## src/rtl/mp64_extmem_bridge_if.sv

```systemverilog
`default_nettype none
// mp64_extmem_bridge_if: upstream ext_* request port plus downstream xb_* beat bus.
interface mp64_extmem_bridge_if;
  logic        ext_req;
  logic [63:0] ext_addr;
  logic [63:0] ext_wdata;
  logic        ext_wen;
  logic [1:0]  ext_size;
  logic [63:0] ext_rdata;
  logic        ext_ack;
  logic        xb_valid;
  logic        xb_ready;
  logic [63:0] xb_addr;
  logic        xb_wen;
  logic [3:0]  xb_wstrb;
  logic [31:0] xb_wdata;
  logic        xb_rvalid;
  logic [31:0] xb_rdata;

  // slave is the bridge's view; master is the surrounding system (CPU side plus device side).
  modport slave (
    input  ext_req, ext_addr, ext_wdata, ext_wen, ext_size, xb_ready, xb_rvalid, xb_rdata,
    output ext_rdata, ext_ack, xb_valid, xb_addr, xb_wen, xb_wstrb, xb_wdata
  );
  modport master (
    output ext_req, ext_addr, ext_wdata, ext_wen, ext_size, xb_ready, xb_rvalid, xb_rdata,
    input  ext_rdata, ext_ack, xb_valid, xb_addr, xb_wen, xb_wstrb, xb_wdata
  );
endinterface
`default_nettype wire

```

## src/rtl/mp64_extmem_bridge.sv

```systemverilog
`default_nettype none
// mp64_extmem_bridge: splits 64-bit ext requests into 32-bit xb beats with per-transaction timeout.
module mp64_extmem_bridge #(
  parameter int unsigned TIMEOUT_CYC = 1024
) (
  input  logic                 clk,
  input  logic                 rst_n,
  mp64_extmem_bridge_if.slave  bus,
  output logic                 busy,
  output logic                 err_timeout
);

  localparam logic [1:0]  BUS_BYTE  = 2'd0;
  localparam logic [1:0]  BUS_HALF  = 2'd1;
  localparam logic [1:0]  BUS_WORD  = 2'd2;
  localparam logic [1:0]  BUS_DWORD = 2'd3;
  localparam logic [15:0] TO_LAST   = 16'(TIMEOUT_CYC - 1);

  typedef enum logic [1:0] {IDLE, ADDR, RESP, DONE} state_t;

  typedef struct packed {
    logic [63:0] addr;
    logic [3:0]  strb;
    logic [31:0] data;
  } beat_t;

  function automatic beat_t plan_beat(input logic [63:0] a, input logic [63:0] d,
                                      input logic w, input logic [1:0] sz, input logic b);
    beat_t p;
    p.addr = {a[63:2], 2'b00};
    p.strb = 4'hF;
    p.data = d[31:0];
    case (sz)
      BUS_DWORD: begin
        p.addr = {a[63:3], b, 2'b00};
        p.data = b ? d[63:32] : d[31:0];
      end
      BUS_HALF: begin
        p.strb = a[1] ? 4'b1100 : 4'b0011;
        p.data = {2{d[15:0]}};
      end
      BUS_BYTE: begin
        p.strb = 4'b0001 << a[1:0];
        p.data = {4{d[7:0]}};
      end
      default: ;
    endcase
    if (!w) p.strb = 4'hF;
    return p;
  endfunction

  function automatic logic [63:0] extract(input logic [31:0] r, input logic [31:0] lo,
                                          input logic [1:0] a, input logic [1:0] sz);
    case (sz)
      BUS_DWORD: return {r, lo};
      BUS_WORD:  return {32'h0, r};
      BUS_HALF:  return {48'h0, (a[1] ? r[31:16] : r[15:0])};
      default:   return {56'h0, r[{a, 3'b000} +: 8]};
    endcase
  endfunction

  state_t      state;
  logic [63:0] addr_q;
  logic [63:0] wdata_q;
  logic        wen_q;
  logic [1:0]  size_q;
  logic        beat_q;
  logic [15:0] cnt_q;
  logic [31:0] rlo_q;

  beat_t plan_first;
  beat_t plan_second;
  assign plan_first  = plan_beat(bus.ext_addr, bus.ext_wdata, bus.ext_wen, bus.ext_size, 1'b0);
  assign plan_second = plan_beat(addr_q, wdata_q, wen_q, size_q, 1'b1);

  always_ff @(posedge clk) begin
    if (!rst_n) begin
      state         <= IDLE;
      addr_q        <= '0;
      wdata_q       <= '0;
      wen_q         <= 1'b0;
      size_q        <= '0;
      beat_q        <= 1'b0;
      cnt_q         <= '0;
      rlo_q         <= '0;
      bus.ext_rdata <= '0;
      bus.ext_ack   <= 1'b0;
      bus.xb_valid  <= 1'b0;
      bus.xb_addr   <= '0;
      bus.xb_wen    <= 1'b0;
      bus.xb_wstrb  <= '0;
      bus.xb_wdata  <= '0;
      busy          <= 1'b0;
      err_timeout   <= 1'b0;
    end else begin
      bus.ext_ack <= 1'b0;
      case (state)
        IDLE: begin
          if (bus.ext_req) begin
            addr_q       <= bus.ext_addr;
            wdata_q      <= bus.ext_wdata;
            wen_q        <= bus.ext_wen;
            size_q       <= bus.ext_size;
            beat_q       <= 1'b0;
            cnt_q        <= '0;
            bus.xb_valid <= 1'b1;
            bus.xb_addr  <= plan_first.addr;
            bus.xb_wstrb <= plan_first.strb;
            bus.xb_wdata <= plan_first.data;
            bus.xb_wen   <= bus.ext_wen;
            busy         <= 1'b1;
            state        <= ADDR;
          end
        end
        ADDR, RESP: begin
          // The timeout wins over any handshake landing in the same cycle.
          if (cnt_q == TO_LAST) begin
            bus.xb_valid <= 1'b0;
            err_timeout  <= 1'b1;
            bus.ext_ack  <= 1'b1;
            if (!wen_q) bus.ext_rdata <= '1;
            state        <= DONE;
          end else begin
            cnt_q <= cnt_q + 16'd1;
            if (state == ADDR) begin
              if (bus.xb_ready) begin
                bus.xb_valid <= 1'b0;
                state        <= RESP;
              end
            end else if (bus.xb_rvalid) begin
              if (!wen_q && !beat_q) rlo_q <= bus.xb_rdata;
              if (size_q == BUS_DWORD && !beat_q) begin
                beat_q       <= 1'b1;
                bus.xb_valid <= 1'b1;
                bus.xb_addr  <= plan_second.addr;
                bus.xb_wstrb <= plan_second.strb;
                bus.xb_wdata <= plan_second.data;
                state        <= ADDR;
              end else begin
                if (!wen_q) bus.ext_rdata <= extract(bus.xb_rdata, rlo_q, addr_q[1:0], size_q);
                bus.ext_ack <= 1'b1;
                state       <= DONE;
              end
            end
          end
        end
        DONE: begin
          busy  <= 1'b0;
          state <= IDLE;
        end
        default: state <= IDLE;
      endcase
    end
  end

endmodule
`default_nettype wire

```

## src/flat_wrapper.sv

```systemverilog
// flat-port wrapper written by rule: the top's interface ports become plain ports
module mp64_extmem_bridge_flat 
#(
  parameter int unsigned TIMEOUT_CYC = 1024
)
  (clk, rst_n, busy, err_timeout, bus_ext_req, bus_ext_addr, bus_ext_wdata, bus_ext_wen, bus_ext_size, bus_xb_ready, bus_xb_rvalid, bus_xb_rdata, bus_ext_rdata, bus_ext_ack, bus_xb_valid, bus_xb_addr, bus_xb_wen, bus_xb_wstrb, bus_xb_wdata);
  mp64_extmem_bridge_if bus_i ();
  input  logic clk;
  input  logic rst_n;
  output logic busy;
  output logic err_timeout;
  input wire logic [$bits(bus_i.ext_req)-1:0] bus_ext_req;
  input wire logic [$bits(bus_i.ext_addr)-1:0] bus_ext_addr;
  input wire logic [$bits(bus_i.ext_wdata)-1:0] bus_ext_wdata;
  input wire logic [$bits(bus_i.ext_wen)-1:0] bus_ext_wen;
  input wire logic [$bits(bus_i.ext_size)-1:0] bus_ext_size;
  input wire logic [$bits(bus_i.xb_ready)-1:0] bus_xb_ready;
  input wire logic [$bits(bus_i.xb_rvalid)-1:0] bus_xb_rvalid;
  input wire logic [$bits(bus_i.xb_rdata)-1:0] bus_xb_rdata;
  output wire logic [$bits(bus_i.ext_rdata)-1:0] bus_ext_rdata;
  output wire logic [$bits(bus_i.ext_ack)-1:0] bus_ext_ack;
  output wire logic [$bits(bus_i.xb_valid)-1:0] bus_xb_valid;
  output wire logic [$bits(bus_i.xb_addr)-1:0] bus_xb_addr;
  output wire logic [$bits(bus_i.xb_wen)-1:0] bus_xb_wen;
  output wire logic [$bits(bus_i.xb_wstrb)-1:0] bus_xb_wstrb;
  output wire logic [$bits(bus_i.xb_wdata)-1:0] bus_xb_wdata;
  assign bus_i.ext_req = bus_ext_req;
  assign bus_i.ext_addr = bus_ext_addr;
  assign bus_i.ext_wdata = bus_ext_wdata;
  assign bus_i.ext_wen = bus_ext_wen;
  assign bus_i.ext_size = bus_ext_size;
  assign bus_i.xb_ready = bus_xb_ready;
  assign bus_i.xb_rvalid = bus_xb_rvalid;
  assign bus_i.xb_rdata = bus_xb_rdata;
  assign bus_ext_rdata = bus_i.ext_rdata;
  assign bus_ext_ack = bus_i.ext_ack;
  assign bus_xb_valid = bus_i.xb_valid;
  assign bus_xb_addr = bus_i.xb_addr;
  assign bus_xb_wen = bus_i.xb_wen;
  assign bus_xb_wstrb = bus_i.xb_wstrb;
  assign bus_xb_wdata = bus_i.xb_wdata;
  mp64_extmem_bridge #(.TIMEOUT_CYC(TIMEOUT_CYC)) u_core (.clk(clk), .rst_n(rst_n), .bus(bus_i), .busy(busy), .err_timeout(err_timeout));
endmodule
```

## config.mk

```make
export PLATFORM = sky130hd
export DESIGN_NAME = mp64_extmem_bridge_flat
export DESIGN_NICKNAME = d
export VERILOG_FILES = /design/src/rtl/mp64_extmem_bridge_if.sv /design/src/rtl/mp64_extmem_bridge.sv /design/src/flat_wrapper.sv
export SDC_FILE = /design/constraint.sdc
export NUM_CORES = 1
export LEC_CHECK = 0
export ABC_AREA = 1
export CAP_MARGIN = 30
export CORE_ASPECT_RATIO = 0.5
export CORE_MARGIN = 4
export CORE_UTILIZATION = 39
export CTS_CLUSTER_SIZE = 14
export DETAILED_ROUTE_END_ITERATION = 16
export PLACE_DENSITY_LB_ADDON = 0.25
export SYNTH_ARGS = -nofsm -noshare
export SYNTH_HDL_FRONTEND = slang
export SYNTH_SLANG_ARGS = --single-unit
```

## constraint.sdc

```tcl
create_clock -name clk -period 2.3 [get_ports clk]
set_input_delay 0.23 -clock clk [delete_from_list [all_inputs] [get_ports clk]]
set_output_delay 0.23 -clock clk [all_outputs]
set_load 0.1 [all_outputs]
```

# [Yosys cells after proc, flatten, opt, wreduce, memory -nomap -nowiden]
# Index checks and enable logic that the tools add are counted.
[word_totals] ff_bits=350 input_bits=168 output_inout_bits=169 elab_cells=125
[op_classes] n_addsub=1 n_eq_ne=19 shift=3 mux=62 bitwise=3 n_reduce_logical=21
[ops] cell="two-way mux 64 bit" n=11
[ops] cell="one-hot mux 64 bit (3 select lines)" n=1
[ops] cell="two-way mux 32 bit" n=5
[ops] cell="one-hot mux 32 bit (2 select lines)" n=2
[ops] cell="one-hot mux 64 bit (2 select lines)" n=1
[ops] cell="one-hot mux 32 bit (3 select lines)" n=1
[ops] cell="two-way mux 16 bit" n=3
[ops] cell="two-way mux 4 bit" n=9
[ops] cell="one-hot mux 16 bit (2 select lines)" n=1
[ops] cell="variable part select 32 x 6 -> 8 bit" n=1
[ops] cell="one-hot mux 4 bit (2 select lines)" n=3
[ops] cell="adder 16 x 1 -> 16 bit (second input constant)" n=1
[ops] cell="equality test 16 x 10 -> 1 bit (second input constant)" n=1
[ops] cell="AND reduction 5 bit" n=3
[ops] cell="two-way mux 1 bit" n=13
[ops] cell="two-way mux 2 bit" n=6
[ops] cell="equality test 2 bit (second input constant)" n=5
[ops] cell="!= test 2 bit (second input constant)" n=4
[ops] cell="AND reduction 2 bit" n=4
[ops] cell="left shift 1 x 2 -> 4 bit (first input constant)" n=2
[ops] cell="equality test 2 x 1 -> 1 bit (second input constant)" n=3
[ops] cell="logical NOT 2 bit" n=3
[ops] cell="two-way mux 3 bit" n=2
[ops] cell="!= test 2 x 1 -> 1 bit (second input constant)" n=3
[ops] cell="12 further kinds" n=21

# [Depth between registers and ports, before layout]
# Gate-level depths: netlist of the first run.
[depth] ltp_word=8 ltp_mapped=12 depth_no_buf=11

# [Worst setup path before layout of the first run]
# OpenSTA, ideal clock, no wires.
[synth_timing] path_type="register to register" from="reg u_core.wen_q" to="reg u_core.rlo_q[23]" setup_time_ps=128 t_arrival_ps=1853 required_ps=2172 path_slack_ps=318 path_stages_with_launch=9 n_path_buf=1 synth_period_minus_slack_ps=1982 cell_sequence="dfxtp_1 -> inv_1 -> nand2_1 -> nor3_1 -> nand2_1 -> clkinv_1 -> buf_2 -> o21ai_0 -> a21oi_1"
[synth_via] elab_chain_cells=3
[synth_rtl] element="from (decl)" line_no="mp64_extmem_bridge.sv:65" text="logic wen_q;"
[synth_rtl] element="from (signal assigned)" line_no="mp64_extmem_bridge.sv:102" text="wen_q <= bus.ext_wen;"
[synth_rtl] element="logical NOT 1 bit"
[synth_rtl] element="logical AND 1 bit" line_no="mp64_extmem_bridge.sv:131" text="if (!wen_q && !beat_q) rlo_q <= bus.xb_rdata;"
[synth_rtl] element="AND reduction 5 bit (no line)"
[synth_rtl] element="to (signal assigned)" line_no="mp64_extmem_bridge.sv:131"
[synth_rtl] element="to (decl)" line_no="mp64_extmem_bridge.sv:69" text="logic [31:0] rlo_q;"
# No other way between the ends.
# A chain may end at the register's enable or synchronous reset.

# [Final worst setup path of the first run]
[layout_timing] from="reg u_core.cnt_q[0]" to="reg u_core.bus.xb_wdata[18]"
[layout_via] elab_chain_cells=3
[layout_rtl] element="from (decl)" line_no="mp64_extmem_bridge.sv:68" text="logic [15:0] cnt_q;"
[layout_rtl] element="from (signal assigned)" line_no="mp64_extmem_bridge.sv:124" text="cnt_q <= cnt_q + 16'd1;"
[layout_rtl] element="equality test 16 x 10 -> 1 bit" line_no="mp64_extmem_bridge.sv:117" text="if (cnt_q == TO_LAST) begin"
[layout_rtl] element="!= test 2 bit (no line)"
[layout_rtl] element="AND reduction 6 bit (no line)"
[layout_rtl] element="to (signal assigned)" line_no="mp64_extmem_bridge.sv:109" text="bus.xb_wdata <= plan_first.data;"
[layout_rtl] element="to (signal assigned)" line_no="mp64_extmem_bridge.sv:137" text="bus.xb_wdata <= plan_second.data;"
[layout_rtl] element="to (decl)" line_no="mp64_extmem_bridge_if.sv:23" text="output ext_rdata, ext_ack, xb_valid, xb_addr, xb_wen, xb_wstrb, xb_wdata"
# No other way between the ends.

==> out/qor.log, run 1 <==
[outcome] run status completed
[synthesis] sequential-to-total area share from yosys stat 0.427
[flow_run] max_cap viols 0
[finish] commonest cells after routing, fill and taps aside 363 x sky130_fd_sc_hd__nor2_1, 351 x sky130_fd_sc_hd__nand2_1, 347 x sky130_fd_sc_hd__dfxtp_1
[clock_network] clock tree from TritonCTS built
[floorplan] Die Height 153 um
[placement] count of input and output buffers 334
[floorplan] Initial Utilization 0.399
[finish] Multi-input gate area 0.00780 mm2
[floorplan] row count 52
[sta] relative max-transition margin 0.519
[finish] utilization after layout 0.513
[synthesis] number of warnings reported in the yosys synthesis log 0
[synthesis] mapped cell area 0.0163 mm2
[floorplan] I/O pin total 337
[sta] transition time at the pin with the least slew margin 0.721 ns
[clock_network] CTS sink count 348
[global_route] maximum number of pins on one net before global-route repair 87
[placement] Final Wtd Congestion 0.891
[routing] Detail Route Antenna Nets 0
[finish] area growth from synthesis to layout 28.6%
[synthesis] count of different cell masters after synthesis 43
[routing] remaining design rule violation count 0
[global_route] initial antenna violation count 2
[global_route] fraction of met2 tracks used by global routing 0.357
[setup_path] critical path launch point u_core.cnt_q[0]
[setup_path] Critical R2R Capture u_core.bus.xb_wdata[18]
[clock_network] Clock Latency Late Sink 0.52 ns
[placement] post-detailed-placement half-perimeter wirelength 35500 um
[sta] Hold Slack 0.344 ns
[pwr] power density relative to cell area 1620 mW/mm2
[clock_network] Inserted Clock Buffers 35
[setup_path] length in cells of the worst reg-to-reg path 10
[floorplan] die area 0.0454 mm2
[global_route] first-pass GRT wire length 81000 um
[sta] Finish-stage setup viols 0
[setup_path] category of the most critical setup path reg -> reg
[global_route] via count of the first global-routing pass 14200
[min_path] kind of path behind the tightest hold check in -> reg
[pwr] static leakage power 0.00898 uW
[clock_network] clock-pin transition on the worst setup and hold timing paths 0.06 ns
[clock_network] number of H-tree branching levels 2
[sta] Final min period 2.15 ns
[global_route] total global routing track utilization 0.217
[finish] Seq. cell area 0.00697 mm2
[setup_path] critical path arrival 2.61 ns
[sta] skew final 0.0134 ns
[setup_path] crit path launch type flip-flop
[floorplan] Core Region 0.0409 mm2
[sta] share of the clock period used by the worst path 0.937
[setup_path] crit path capture type flip-flop
[synthesis] Synth Instances 2255
[routing] via count 15700
[routing] Avg WL per Cell 17.0 um
[routing] Pre-antenna DRT Iters 5
[clock_network] Clock Tree Root sky130_fd_sc_hd__clkbuf_16
[setup_path] maximum fanout count along the critical path 27
[sta] setup repair after global routing missed its margin no
[setup_path] critical path endpoint u_core.bus.xb_wdata[18]
[setup_path] required time of the critical path 2.75 ns
[clock_network] clock buffer depth 3
[sta] number of hold violations in the final report 0
[global_route] met3 track demand over resource in global routing 0.0350
[global_route] global routing usage on met1 0.292
[synthesis] async set or reset register ratio after synthesis 0
[finish] most common cell after layout, fill and taps aside sky130_fd_sc_hd__nor2_1
[finish] Filler cells 4025
[pwr] Peak VDD IR 0.00143 V
[synthesis] Synth Flop Type sky130_fd_sc_hd__dfxtp_1
[routing] ratio of routed vias to standard cells 5.09
[floorplan] width of the die 297 um
[setup_path] origin of the critical flop-to-flop path u_core.cnt_q[0]
[synthesis] count of flip-flops with a built-in enable after synthesis 0
[finish] fraction of final layout cells sized beyond drive strength 1 0.153
[routing] total routed wirelength 52300 um
[synthesis] Avg Synthesized Cell Area 7.23 um2
[routing] DRC violation total after the first TritonRoute iteration 1260
[global_route] grt peak-use layer met2
[setup_path] Register-to-Register Setup Slack 0.15 ns
[sta] total count of max-transition violations in the final report 0
[finish] total number of nets in the final design 2694
[synthesis] #FFs+latches synth 348
[global_route] Overflow after GRT 0
[sta] timing-limited maximum frequency 464 MHz
[sta] Setup TNS 0 ns
[worst min path at each step]
stage / start / to / slack [ns] / depth (start not counted)
finish: bus_ext_wdata[37] / u_core.wdata_q[37] / 0.34 / 3
global route: bus_ext_wdata[44] / u_core.wdata_q[44] / 0.35 / 3
CTS: bus_ext_wdata[61] / u_core.wdata_q[61] / 0.32 / 3
detailed placement: u_core.bus.xb_addr[63] / u_core.bus.xb_addr[63] / 0.43 / 2
global placement: u_core.bus.xb_addr[20] / u_core.bus.xb_addr[20] / 0.43 / 2
floorplan: bus_xb_rdata[24] / u_core.rlo_q[24] / 0.39 / 2
[cell families after synthesis]
logic type / after synthesis / share of synthesized area
AOI/OAI and AO/OA: 563 / 0.190
xor gates and xnor gates: 1 / 0.000537
adders and majority gates: 6 / 0.00460
buffers and inverters: 367 / 0.0964
DFF: 348 / 0.427
muxes: 61 / 0.0374
other: 1 / 0.000230
and+or+nand+nor: 908 / 0.244
[Yosys cell counts (all sizes together) (5+ instances only)]
cell,instances,share of area
clkinv,5,0.0012
nand2,359,0.085
o21ai,255,0.079
a221oi,7,0.0038
a21oi,262,0.090
o22ai,10,0.0038
a211oi,6,0.0028
o211ai,8,0.0037
nand3,118,0.050
nand4,6,0.0023
inv,201,0.046
buf,76,0.029
clkbuf,85,0.020
ha,6,0.0046
a31oi,5,0.0019
mux2i,61,0.037
nor2,368,0.087
a32oi,8,0.0043
dfxtp,348,0.43
nor3,56,0.018
[critical path: stages, from the launching register on]
cell                      delay [ns]
sky130_fd_sc_hd__dfxtp_1        0.39
sky130_fd_sc_hd__ha_1           0.25
sky130_fd_sc_hd__nand3_2        0.15
sky130_fd_sc_hd__nor2_8         0.20
sky130_fd_sc_hd__nand3_4        0.17
sky130_fd_sc_hd__nand2_8        0.15
sky130_fd_sc_hd__inv_4          0.06
sky130_fd_sc_hd__nand2_4        0.20
sky130_fd_sc_hd__buf_12         0.24
sky130_fd_sc_hd__nand2_1        0.10
sky130_fd_sc_hd__a21oi_1        0.14
[state kept, by name, summed over array words and instances, names as in the netlist]
name	flops
u_core.bus.xb_addr	62
u_core.bus.xb_wstrb	4
u_core.state	2
u_core.bus.ext_ack	1
u_core.cnt_q	16
u_core.wen_q	1
u_core.rlo_q	32
u_core.bus.xb_valid	1
u_core.busy	1
u_core.size_q	2
u_core.err_timeout	1
u_core.bus.ext_rdata	64
u_core.wdata_q	64
u_core.beat_q	1
u_core.addr_q	64
u_core.bus.xb_wdata	32
[routing by layer]
metal  up-vias  share of wire
met5         -              0
met4         0          0.029
met3        96          0.057
met2       471           0.47
met1      7249           0.44
li1       7891              -
[repair_timing]
| action | CTS | global route |
|---|---|---|
| setup endpoints to repair | 0 | 42 |
| hold buffers | 1 | 0 |
| hold endpoints to repair | 4 | 0 |
| resized for setup | 0 | 1 |
| buffers inserted | 0 | 4 |
[report_power, final]
part,internal [uW],total (uW),switching (uW)
combinational,5030,19100,14100
sequential,7930,8980,1050
clock,3420,5870,2440
total,16400,34000,17600
[area by class of cell]
cell class	instances	area share
multi-input combinational	1541	0.372
sequential	348	0.332
timing repair buffer	388	0.171
clock buffer	50	0.0503
inverter	206	0.0370
tap	540	0.0322
clock inverter	11	0.00543
antenna	2	0.000239
[through the flow]
step	instances	instance area, um2	setup WS, ns	power [uW]
finish	3086	21000	0.146	34000
global route	3086	21000	0.00633	35800
floorplan	2256	16300	0.318	23700
detailed placement	3018	19800	0.152	28100
global placement	3018	19800	0.199	28000
CTS	3080	20900	0.110	34100
(Power assumes the default switching activity.)
==> run 2: changes to the inputs <==
- CAP_MARGIN: 30 -> not set
- CORE_MARGIN: 4 -> 2
==> run 2 against run 1 <==
Against the previous run: register-to-register slack about the same; die area decreased by 3.9%; largest cell class unchanged; power is 0.59% lower; largest power group unchanged; sequential share of layout area grew 0.14 points; worst hold slack lost 0.15 ns.
==> out/qor.log, run 2 (synthesis gave the netlist of run 1 again) <==
[sta] transition time at the pin with the least slew margin 0.984 ns
[placement] Final Wtd Congestion 0.876
[finish] biggest regs u_core.addr_q (64), u_core.bus.ext_rdata (64), u_core.wdata_q (64)
[routing] via count 15700
[routing] DRC violation total after the first TritonRoute iteration 1428
[pwr] power density relative to cell area 1620 mW/mm2
[global_route] maximum number of pins on one net before global-route repair 111
[setup_path] required time of the critical path 2.74 ns
[global_route] total global routing track utilization 0.231
[outcome] run status completed
[global_route] Overflow after GRT 0
[setup_path] critical path arrival 2.60 ns
[sta] Setup TNS 0 ns
[sta] share of the clock period used by the worst path 0.938
[pwr] Overall Power 33800 uW
[pwr] static leakage power 0.00894 uW
[min_path] Hold Crit Start rst_n
[floorplan] row count 52
[routing] routed wl met3 3050 um
[global_route] first-pass GRT wire length 80900 um
[clock_network] Post-CTS Hold Buffers 0
[finish] commonest cells after routing, fill and taps aside 363 x sky130_fd_sc_hd__nor2_1, 350 x sky130_fd_sc_hd__nand2_1, 348 x sky130_fd_sc_hd__dfxtp_1
[flow_run] max_cap viols 0
[sta] Finish-stage setup viols 0
[sta] relative max-transition margin 0.342
[floorplan] I/O pin total 337
[sta] number of hold violations in the final report 0
[finish] most common cell after layout, fill and taps aside sky130_fd_sc_hd__nor2_1
[clock_network] buffer count from post-CTS setup fixing 0
[clock_network] Clock Latency Late Sink 0.53 ns
[floorplan] die area 0.0436 mm2
[sta] skew final 0.0211 ns
[clock_network] clock buffer depth 3
[clock_network] clock tree from TritonCTS built
[sta] total count of max-transition violations in the final report 0
[sta] Final min period 2.16 ns
[finish] fraction of final layout cells sized beyond drive strength 1 0.152
[clock_network] Inserted Clock Buffers 35
[setup_path] category of the most critical setup path reg -> reg
[finish] Filler cells 3991
[setup_path] origin of the critical flop-to-flop path u_core.state[0]
[routing] remaining design rule violation count 0
[setup_path] crit path capture type flip-flop
[global_route] via count of the first global-routing pass 14300
[finish] area growth from synthesis to layout 28.0%
[routing] total routed wirelength 51600 um
[finish] total number of nets in the final design 2687
[routing] met1 layer wirelength in the final routing 23200 um
[clock_network] Clock Tree Root sky130_fd_sc_hd__clkbuf_16
[routing] Avg WL per Cell 16.7 um
[sta] timing-limited maximum frequency 464 MHz
[min_path] kind of path behind the tightest hold check in -> reg
[routing] Top Metal Used met4
[pwr] Peak VDD IR 0.00125 V
[clock_network] CTS sink count 348
[routing] Pre-antenna DRT Iters 6
[placement] post-detailed-placement half-perimeter wirelength 35000 um
[setup_path] crit path launch type flip-flop
[floorplan] Die Height 149 um
[routing] Detail Route met2 WL 24300 um
[floorplan] width of the die 293 um
[floorplan] Core Region 0.0409 mm2
[routing] ratio of routed vias to standard cells 5.10
[global_route] initial antenna violation count 3
[clock_network] clock-pin transition on the worst setup and hold timing paths 0.07 ns
[floorplan] Initial Utilization 0.399
[setup_path] critical path launch point u_core.state[0]
[placement] count of input and output buffers 334
[routing] Detail Route Antenna Nets 0
[clock_network] number of H-tree branching levels 2
[sta] setup repair after global routing missed its margin no
[setup_path] maximum fanout count along the critical path 22
[run 2: critical path, stage by stage (launching register included)]
cell and delay, ns:
sky130_fd_sc_hd__dfxtp_1 0.42, sky130_fd_sc_hd__inv_1 0.12, sky130_fd_sc_hd__ha_4 0.29, sky130_fd_sc_hd__inv_4 0.12, sky130_fd_sc_hd__nor2_1 0.09, sky130_fd_sc_hd__nor3_4 0.36, sky130_fd_sc_hd__buf_4 0.37, sky130_fd_sc_hd__nand3_1 0.12
sky130_fd_sc_hd__a21oi_1 0.18
[run 2: area by class of cell]
class,instances,area [um2],share of cell area
multi-input combinational,1541,7800,0.373
sequential,348,6970,0.334
timing repair buffer,381,3500,0.168
clock buffer,52,1080,0.0518
inverter,206,779,0.0373
tap,540,676,0.0324
clock inverter,9,75.1,0.00359
antenna,3,7.51,0.000359
[run 2: per-stage QoR]
step | worst slack, ns | util | hold slack, ns | std cells | area, um2
after floorplan | 0.318 | - | 0.388 | 2256 | 16300
after global placement | 0.206 | 0.482 | 0.431 | 3016 | 19700
after detailed placement | 0.125 | 0.482 | 0.434 | 3016 | 19700
after CTS | 0.0863 | 0.511 | 0.169 | 3077 | 20900
after global routing | 0.00484 | 0.511 | 0.201 | 3080 | 20900
final | 0.143 | 0.511 | 0.191 | 3080 | 20900
[run 2: layer usage]
layer  track usage  vias up
met5             0        -
met4        0.0605        0
met3        0.0341       70
met2         0.376      472
met1         0.321     7278
li1              -     7874
[run 2: repair_timing]
| action | 4_1_cts | 5_1_grt |
|---|---|---|
| endpoints found under the setup margin | 0 | 36 |
| hold endpoints to repair | 0 | 0 |
| resized for setup | 0 | 5 |
[run 2: power breakdown]
group | total (uW) | internal (uW) | switching, uW
Clock | 5810 | 3370 | 2440
Sequential | 8990 | 7930 | 1060
Combinational | 19000 | 4930 | 14000
[run 2: final timing paths]
kind / slack, ns / end / cells after the start
worst max-delay path: 0.14 / u_core.bus.xb_wdata[7] / 8
worst min-delay path: 0.19 / u_core.cnt_q[8] / 4
worst max register to register: 0.14 / u_core.bus.xb_wdata[7] / 8
worst min register to register: 0.44 / u_core.bus.xb_addr[19] / 2
